===== src/rtl/fetch_stage_pkg.sv =====
// ---------------------------------------------------------------------------
// fetch_stage_pkg
// Shared constants for the fetch stage and the downstream opcode decoder:
// default address/instruction widths, the opcode field position, the NOP
// encoding used for pipeline bubbles, and the 5-bit opcode values.
// ---------------------------------------------------------------------------
package fetch_stage_pkg;

   localparam int ADDR_W_DEF = 12;
   localparam int INSN_W_DEF = 32;

   // Opcode field is always insn[31:27].
   localparam int OPCODE_MSB = 31;
   localparam int OPCODE_LSB = 27;
   localparam int OPCODE_W   = OPCODE_MSB - OPCODE_LSB + 1;

   // All-zero word decodes as r-type "add $0, $0, $0": a harmless bubble.
   localparam logic [INSN_W_DEF-1:0] NOP_INSN = '0;

   typedef enum logic [OPCODE_W-1:0] {
      OP_R    = 5'b00000,
      OP_J    = 5'b00001,
      OP_BNE  = 5'b00010,
      OP_JAL  = 5'b00011,
      OP_JR   = 5'b00100,
      OP_ADDI = 5'b00101,
      OP_BLT  = 5'b00110,
      OP_SW   = 5'b00111,
      OP_LW   = 5'b01000,
      OP_SETX = 5'b10101,
      OP_BEX  = 5'b10110
   } opcode_e;

endpackage : fetch_stage_pkg


===== src/rtl/fetch_stage_if.sv =====
// ---------------------------------------------------------------------------
// fetch_stage_if
// Bundles every non-clock signal of the fetch stage.
//   master : the fetch stage itself
//            in : stall, redirect_valid, redirect_pc, imem_data
//            out: imem_addr, ifid_valid, ifid_pc, ifid_insn, ifid_opcode
//   slave  : the surrounding pipeline / ROM / hazard unit (mirror image)
// ---------------------------------------------------------------------------
interface fetch_stage_if
   import fetch_stage_pkg::*;
#(
   parameter int ADDR_W = ADDR_W_DEF,
   parameter int INSN_W = INSN_W_DEF
) ();

   logic                stall;
   logic                redirect_valid;
   logic [ADDR_W-1:0]   redirect_pc;
   logic [ADDR_W-1:0]   imem_addr;
   logic [INSN_W-1:0]   imem_data;
   logic                ifid_valid;
   logic [ADDR_W-1:0]   ifid_pc;
   logic [INSN_W-1:0]   ifid_insn;
   logic [OPCODE_W-1:0] ifid_opcode;

   modport master (
      input  stall, redirect_valid, redirect_pc, imem_data,
      output imem_addr, ifid_valid, ifid_pc, ifid_insn, ifid_opcode
   );

   modport slave (
      output stall, redirect_valid, redirect_pc, imem_data,
      input  imem_addr, ifid_valid, ifid_pc, ifid_insn, ifid_opcode
   );

endinterface : fetch_stage_if


===== src/rtl/fetch_stage_pc_reg.sv =====
// ---------------------------------------------------------------------------
// fetch_stage_pc_reg
// Program-counter register: async active-low reset to 0, synchronous load
// (highest priority), otherwise increments by one when enabled. Wraps
// naturally modulo 2^W.
//   clock, reset_n : clock / asynchronous active-low reset
//   en             : advance to q+1
//   load           : take load_value (overrides en)
//   load_value     : value to load
//   q              : current PC
// ---------------------------------------------------------------------------
module fetch_stage_pc_reg #(
   parameter int W = 12
) (
   input  logic         clock,
   input  logic         reset_n,
   input  logic         en,
   input  logic         load,
   input  logic [W-1:0] load_value,
   output logic [W-1:0] q
);

   // NOTE: sequential state uses non-blocking (<=) so every register samples
   // pre-edge values regardless of statement order.
   always_ff @(posedge clock or negedge reset_n) begin
      if (!reset_n) begin
         q <= '0;
      end else if (load) begin
         q <= load_value;
      end else if (en) begin
         q <= q + W'(1);
      end
   end

endmodule : fetch_stage_pc_reg


===== src/rtl/fetch_stage.sv =====
// ---------------------------------------------------------------------------
// fetch_stage
// Instruction-fetch stage plus IF/ID pipeline register. The PC drives a
// synchronous ROM (1-cycle latency); the returned word is registered into
// IF/ID with a valid bit. Redirects beat stalls, stalls beat normal advance.
//   clock, reset_n : clock / asynchronous active-low reset
//   bus (master)   : stall, redirect_valid/redirect_pc in; imem_addr out,
//                    imem_data in; ifid_valid/ifid_pc/ifid_insn/ifid_opcode out
// ---------------------------------------------------------------------------
module fetch_stage
   import fetch_stage_pkg::*;
#(
   parameter int ADDR_W = ADDR_W_DEF,
   parameter int INSN_W = INSN_W_DEF
) (
   input  logic          clock,
   input  logic          reset_n,
   fetch_stage_if.master bus
);

   logic [ADDR_W-1:0] pc;
   logic              f_valid;      // a ROM read is in flight
   logic [ADDR_W-1:0] f_pc;         // address of that in-flight read
   logic              hold_valid;   // hold_insn carries the in-flight word
   logic [INSN_W-1:0] hold_insn;
   logic [INSN_W-1:0] fetched_insn;

   logic              ifid_valid;
   logic [ADDR_W-1:0] ifid_pc;
   logic [INSN_W-1:0] ifid_insn;

   fetch_stage_pc_reg #(.W(ADDR_W)) u_pc_reg (
      .clock      (clock),
      .reset_n    (reset_n),
      .en         (!bus.stall),
      .load       (bus.redirect_valid),
      .load_value (bus.redirect_pc),
      .q          (pc)
   );

   // The ROM keeps reading while stalled, so on the first stall edge its
   // output moves on from the in-flight word (addr f_pc) to the word at pc.
   // That in-flight word is parked in hold_insn and consumed on release.
   always_comb begin
      fetched_insn = bus.imem_data;
      if (hold_valid) begin
         fetched_insn = hold_insn;
      end
   end

   // NOTE: reset clears every register here, including the datapath words,
   // so a bubble after reset is an exact NOP rather than X.
   always_ff @(posedge clock or negedge reset_n) begin
      if (!reset_n) begin
         f_valid    <= 1'b0;
         f_pc       <= '0;
         hold_valid <= 1'b0;
         hold_insn  <= '0;
         ifid_valid <= 1'b0;
         ifid_pc    <= '0;
         ifid_insn  <= NOP_INSN;
      end else if (bus.redirect_valid) begin
         // Squash both the in-flight fetch and the IF/ID word.
         f_valid    <= 1'b0;
         hold_valid <= 1'b0;
         ifid_valid <= 1'b0;
         ifid_insn  <= NOP_INSN;
      end else if (bus.stall) begin
         if (f_valid && !hold_valid) begin
            hold_valid <= 1'b1;
            hold_insn  <= bus.imem_data;
         end
      end else begin
         f_valid    <= 1'b1;
         f_pc       <= pc;
         hold_valid <= 1'b0;
         ifid_valid <= f_valid;
         if (f_valid) begin
            ifid_insn <= fetched_insn;
            ifid_pc   <= f_pc + ADDR_W'(1);
         end else begin
            ifid_insn <= NOP_INSN;
         end
      end
   end

   assign bus.imem_addr   = pc;
   assign bus.ifid_valid  = ifid_valid;
   assign bus.ifid_pc     = ifid_pc;
   assign bus.ifid_insn   = ifid_insn;
   assign bus.ifid_opcode = ifid_insn[OPCODE_MSB:OPCODE_LSB];

endmodule : fetch_stage


===== src/flat_wrapper.sv =====
// flat-port wrapper written by rule: the top's interface ports become plain ports
module fetch_stage_flat import fetch_stage_pkg::*;
#(
   parameter int ADDR_W = ADDR_W_DEF,
   parameter int INSN_W = INSN_W_DEF
)
  (clock, reset_n, bus_stall, bus_redirect_valid, bus_redirect_pc, bus_imem_data, bus_imem_addr, bus_ifid_valid, bus_ifid_pc, bus_ifid_insn, bus_ifid_opcode);
  fetch_stage_if #(.ADDR_W(ADDR_W), .INSN_W(INSN_W)) bus_i ();
  input  logic clock;
  input  logic reset_n;
  input wire logic [$bits(bus_i.stall)-1:0] bus_stall;
  input wire logic [$bits(bus_i.redirect_valid)-1:0] bus_redirect_valid;
  input wire logic [$bits(bus_i.redirect_pc)-1:0] bus_redirect_pc;
  input wire logic [$bits(bus_i.imem_data)-1:0] bus_imem_data;
  output wire logic [$bits(bus_i.imem_addr)-1:0] bus_imem_addr;
  output wire logic [$bits(bus_i.ifid_valid)-1:0] bus_ifid_valid;
  output wire logic [$bits(bus_i.ifid_pc)-1:0] bus_ifid_pc;
  output wire logic [$bits(bus_i.ifid_insn)-1:0] bus_ifid_insn;
  output wire logic [$bits(bus_i.ifid_opcode)-1:0] bus_ifid_opcode;
  assign bus_i.stall = bus_stall;
  assign bus_i.redirect_valid = bus_redirect_valid;
  assign bus_i.redirect_pc = bus_redirect_pc;
  assign bus_i.imem_data = bus_imem_data;
  assign bus_imem_addr = bus_i.imem_addr;
  assign bus_ifid_valid = bus_i.ifid_valid;
  assign bus_ifid_pc = bus_i.ifid_pc;
  assign bus_ifid_insn = bus_i.ifid_insn;
  assign bus_ifid_opcode = bus_i.ifid_opcode;
  fetch_stage #(.ADDR_W(ADDR_W), .INSN_W(INSN_W)) u_core (.clock(clock), .reset_n(reset_n), .bus(bus_i));
endmodule

===== config.mk =====
export PLATFORM = sky130hd
export DESIGN_NAME = fetch_stage_flat
export DESIGN_NICKNAME = d
export VERILOG_FILES = /design/src/rtl/fetch_stage_pkg.sv /design/src/rtl/fetch_stage_if.sv /design/src/rtl/fetch_stage_pc_reg.sv /design/src/rtl/fetch_stage.sv /design/src/flat_wrapper.sv
export SDC_FILE = /design/constraint.sdc
export NUM_CORES = 1
export LEC_CHECK = 0
export BUFFER_PORTS_ARGS = -buffer_cell sky130_fd_sc_hd__buf_4
export CAP_MARGIN = 40
export CORE_MARGIN = 2
export CORE_UTILIZATION = 50
export CTS_BUF_LIST = sky130_fd_sc_hd__clkbuf_4
export DETAILED_ROUTE_END_ITERATION = 7
export PLACE_DENSITY_LB_ADDON = 0.08
export SKIP_CTS_REPAIR_TIMING = 1
export SYNTH_ARGS = -nofsm -noshare
export SYNTH_HDL_FRONTEND = slang
export SYNTH_HIERARCHICAL = 1
export SYNTH_SLANG_ARGS = --single-unit

===== constraint.sdc =====
create_clock -name clock -period 1.6 [get_ports clock]
set_input_delay 0.32 -clock clock [delete_from_list [all_inputs] [get_ports clock]]
set_output_delay 0.32 -clock clock [all_outputs]
set_load 0.01 [all_outputs]

==> reports/qor.yml <==
status: "finished clean"
drc_errors: 0
core_area_um2: 8760
layout-drive-gt1-share_pct: 38.0
clock_skew_ns: 0.0221
vias: 3212
p_clk_share_pct: 21.1
die_x_um: 99.2
ant_nets: 0
wire_per_inst_um: 14.8
nets: 556
synth_top_area_share_pct: 56.9
synth_edf_count: 0
synth-compound-area-share_pct: 7.93
ys_seq_area_share_pct: 56.9
p_sw_w: 0.00163
htreeDepth: 3
ys.warnings.count: 6
p_int_w: 0.00402
portBuffers: 109
synth_flop_cell: "dfrtp_1"
p_comb_share_pct: 21.0
cts_tree: "done"
synth_top_family_by_area: "multiplexers"
start_util_pct: 51.7
final_cells: 619
worstPathRequired_ns: 1.91
worstSetupPathType: "reg2reg"
cts_buffers: 9
grt.overflow.total: 0
root_buffer: "clkbuf_4"
path_clk_slew_ns: 0.15
timing.fmax_mhz: 660
seq_power_share_pct: 57.9
cap_violations: 0
die_area_um2: 9840
synthTopCellsByCount: "dfrtp_1 (103), nand2_1 (60), o21ai_0 (49)"
arrival_ns: 1.83
synth_most_common_cell: "dfrtp_1"
p_total_w: 0.00566
synth_xor_xnor_area_share_pct: 2.71
n_fill_cell: 709
period_share_pct: 94.8
dp.cells: 602
finalSetupViolations: 0
drv_slew: 0
synthesis.area_um2: 4530
floorplan.rows: 34
place_congestion: 0.835
grt_pass1_wl_um: 15100
insertion_delay_ns: 0.42
worstMarginPinSlew_ns: 0.585
hold_viol: 0
synthArstFlopShare_pct: 100
synth.distinct_cells: 32
grt_pass1_vias: 3094
synth_fp_nets: 439
final_core_util_pct: 64.9
seqCellArea_um2: 2580
slew_headroom_pct: 61.0
holdCritPathClass: "in2reg"
yosys.area_share.adder_pct: 0.552
rsz0062_at_grt: "no"
grt_antenna_before_repair: 0
n_antenna_cell: 0
p_per_area_nw_per_um2: 995
first_iter_violations: 91
synthCells: 389
switching_share_pct: 28.9
start_kind: "flop"
leakagePower_nw: 2.58
peakVddDrop_v: 0.000463
multi_input_area_um2: 1770
clock_tree.buffer_depth: 2
synth-simple-area-share_pct: 10.1
yosys_register_bits: 103
grt_max_degree: 46
fin_crit_ns: 1.52
preCtsSetupSlack_ns: -0.0234
first_pass_iters: 4
cp_max_fo: 32
drt_wl_total_um: 9160
yosys-top-cells-area: "dfrtp_1 (57%), mux2_2 (9.9%), mux2i_1 (7.3%)"
avgSynthCellArea_um2: 11.6
synthMuxAreaShare_pct: 17.7
die_h_um: 99.2
syn2layout_area_growth_pct: 25.5
ioPinCount: 110
avgViaCountPerCell: 5.19
fin_ws_ns: 0.0838
synth_top_area_cell: "dfrtp_1"
dp_hpwl_um: 6470
clock-sinks: 103
end_kind: "flop"
gr-usage-all-layers_pct: 19.0
[metrics by stage]
step	TNS [ns]	area (µm²)	hold WS [ns]
detailed placement	-0.0234	5560	0.264
global route	0	5690	0.0517
CTS	0	5670	-0.229
global placement	0	5560	0.266
finish	0	5690	0.0754
floorplan	0	4530	0.0244
[per-layer routing]
metal / vias to the layer above / track usage (%) / share of wire (%) / routed length (µm)
met4: 0 / 3.48 / 0.43 / 39
met3: 4 / 3.65 / 4.4 / 406
met2: 80 / 29.8 / 47 / 4300
li1: 1585 / - / - / -
met5: - / 0 / 0 / 0
met1: 1543 / 28.0 / 48 / 4410
[power by group through the flow]
stage / combinational, W / clock (W) / sequential [W]
floorplan: 0.000569 / 0 / 0.00334
global placement: 0.00117 / 0 / 0.00331
detailed placement: 0.00120 / 0 / 0.00334
CTS: 0.00120 / 0.00124 / 0.00328
global route: 0.00131 / 0.00136 / 0.00334
finish: 0.00119 / 0.00119 / 0.00327
[worst paths after layout]
path,from,to,slack [ns],cells after the start
worst max register to register,u_core/f_valid$_DFFE_PN0N_,u_core/hold_insn[21]$_DFFE_PN0P_,0.08,4
worst min-delay path,bus_stall,u_core/f_valid$_DFFE_PN0N_,0.08,2
min in group asynchronous,reset_n,u_core/bus.ifid_insn[28]$_DFFE_PN0N_,0.33,2
worst min register to register,u_core/bus.ifid_insn[26]$_DFFE_PN0N_,u_core/bus.ifid_insn[26]$_DFFE_PN0N_,0.50,2
max in group asynchronous,reset_n,u_core/hold_insn[18]$_DFFE_PN0P_,0.69,3
worst max-delay path,u_core/f_valid$_DFFE_PN0N_,u_core/hold_insn[21]$_DFFE_PN0P_,0.08,4
[registers in the layout, indices dropped and copies added (netlist names)]
name	flops
u_core/hold_valid	1
u_core/hold_insn	32
u_core/u_pc_reg/q	12
u_core/f_valid	1
u_core/f_pc	12
u_core/bus.ifid_valid	1
u_core/bus.ifid_insn	32
u_core/bus.ifid_pc	12
[layout by cell type (no fill, tap or decap), types with 3 or more instances in the layout]
cell      netlist  layout
o31ai_1         4       4
mux2_2         40      40
inv_1           7       7
buf_12          0       5
inv_6           0       3
xor2_1          4       4
buf_4           5     126
nand4_1         5       5
nand3_1         9       9
mux2i_1        33      33
o21ai_0        49      49
or4_1           6       6
xnor2_1        10      10
nor2_1          9       8
nand2_1        60      59
nor3_1          4       4
clkbuf_4        0      10
a31oi_1         4       4
dfrtp_1       103     101
[worst max-delay path, cell delays in order (launching register included)]
cell and delay [ns]:
dfrtp_1 0.42, inv_1 0.10, nor4_4 0.27, buf_12 0.25, mux2_2 0.36
[cell families (layout without fill, tap and decap cells)]
logic type,Yosys count,in the layout
flops,103,103
fa+ha+maj,2,2
compound gates,65,65
xor+xnor,14,14
buf+inv,33,155
simple gates,97,97
mux,75,75
[final cells by class]
class | count | share of cell area (%)
clock inverter | 6 | 0.748
inverter | 7 | 0.462
tap | 108 | 2.38
multi-input combinational | 253 | 31.1
timing repair buffer | 132 | 18.6
clock buffer | 10 | 1.32
sequential | 103 | 45.4
Note: power is estimated with default switching activity, not from simulation.
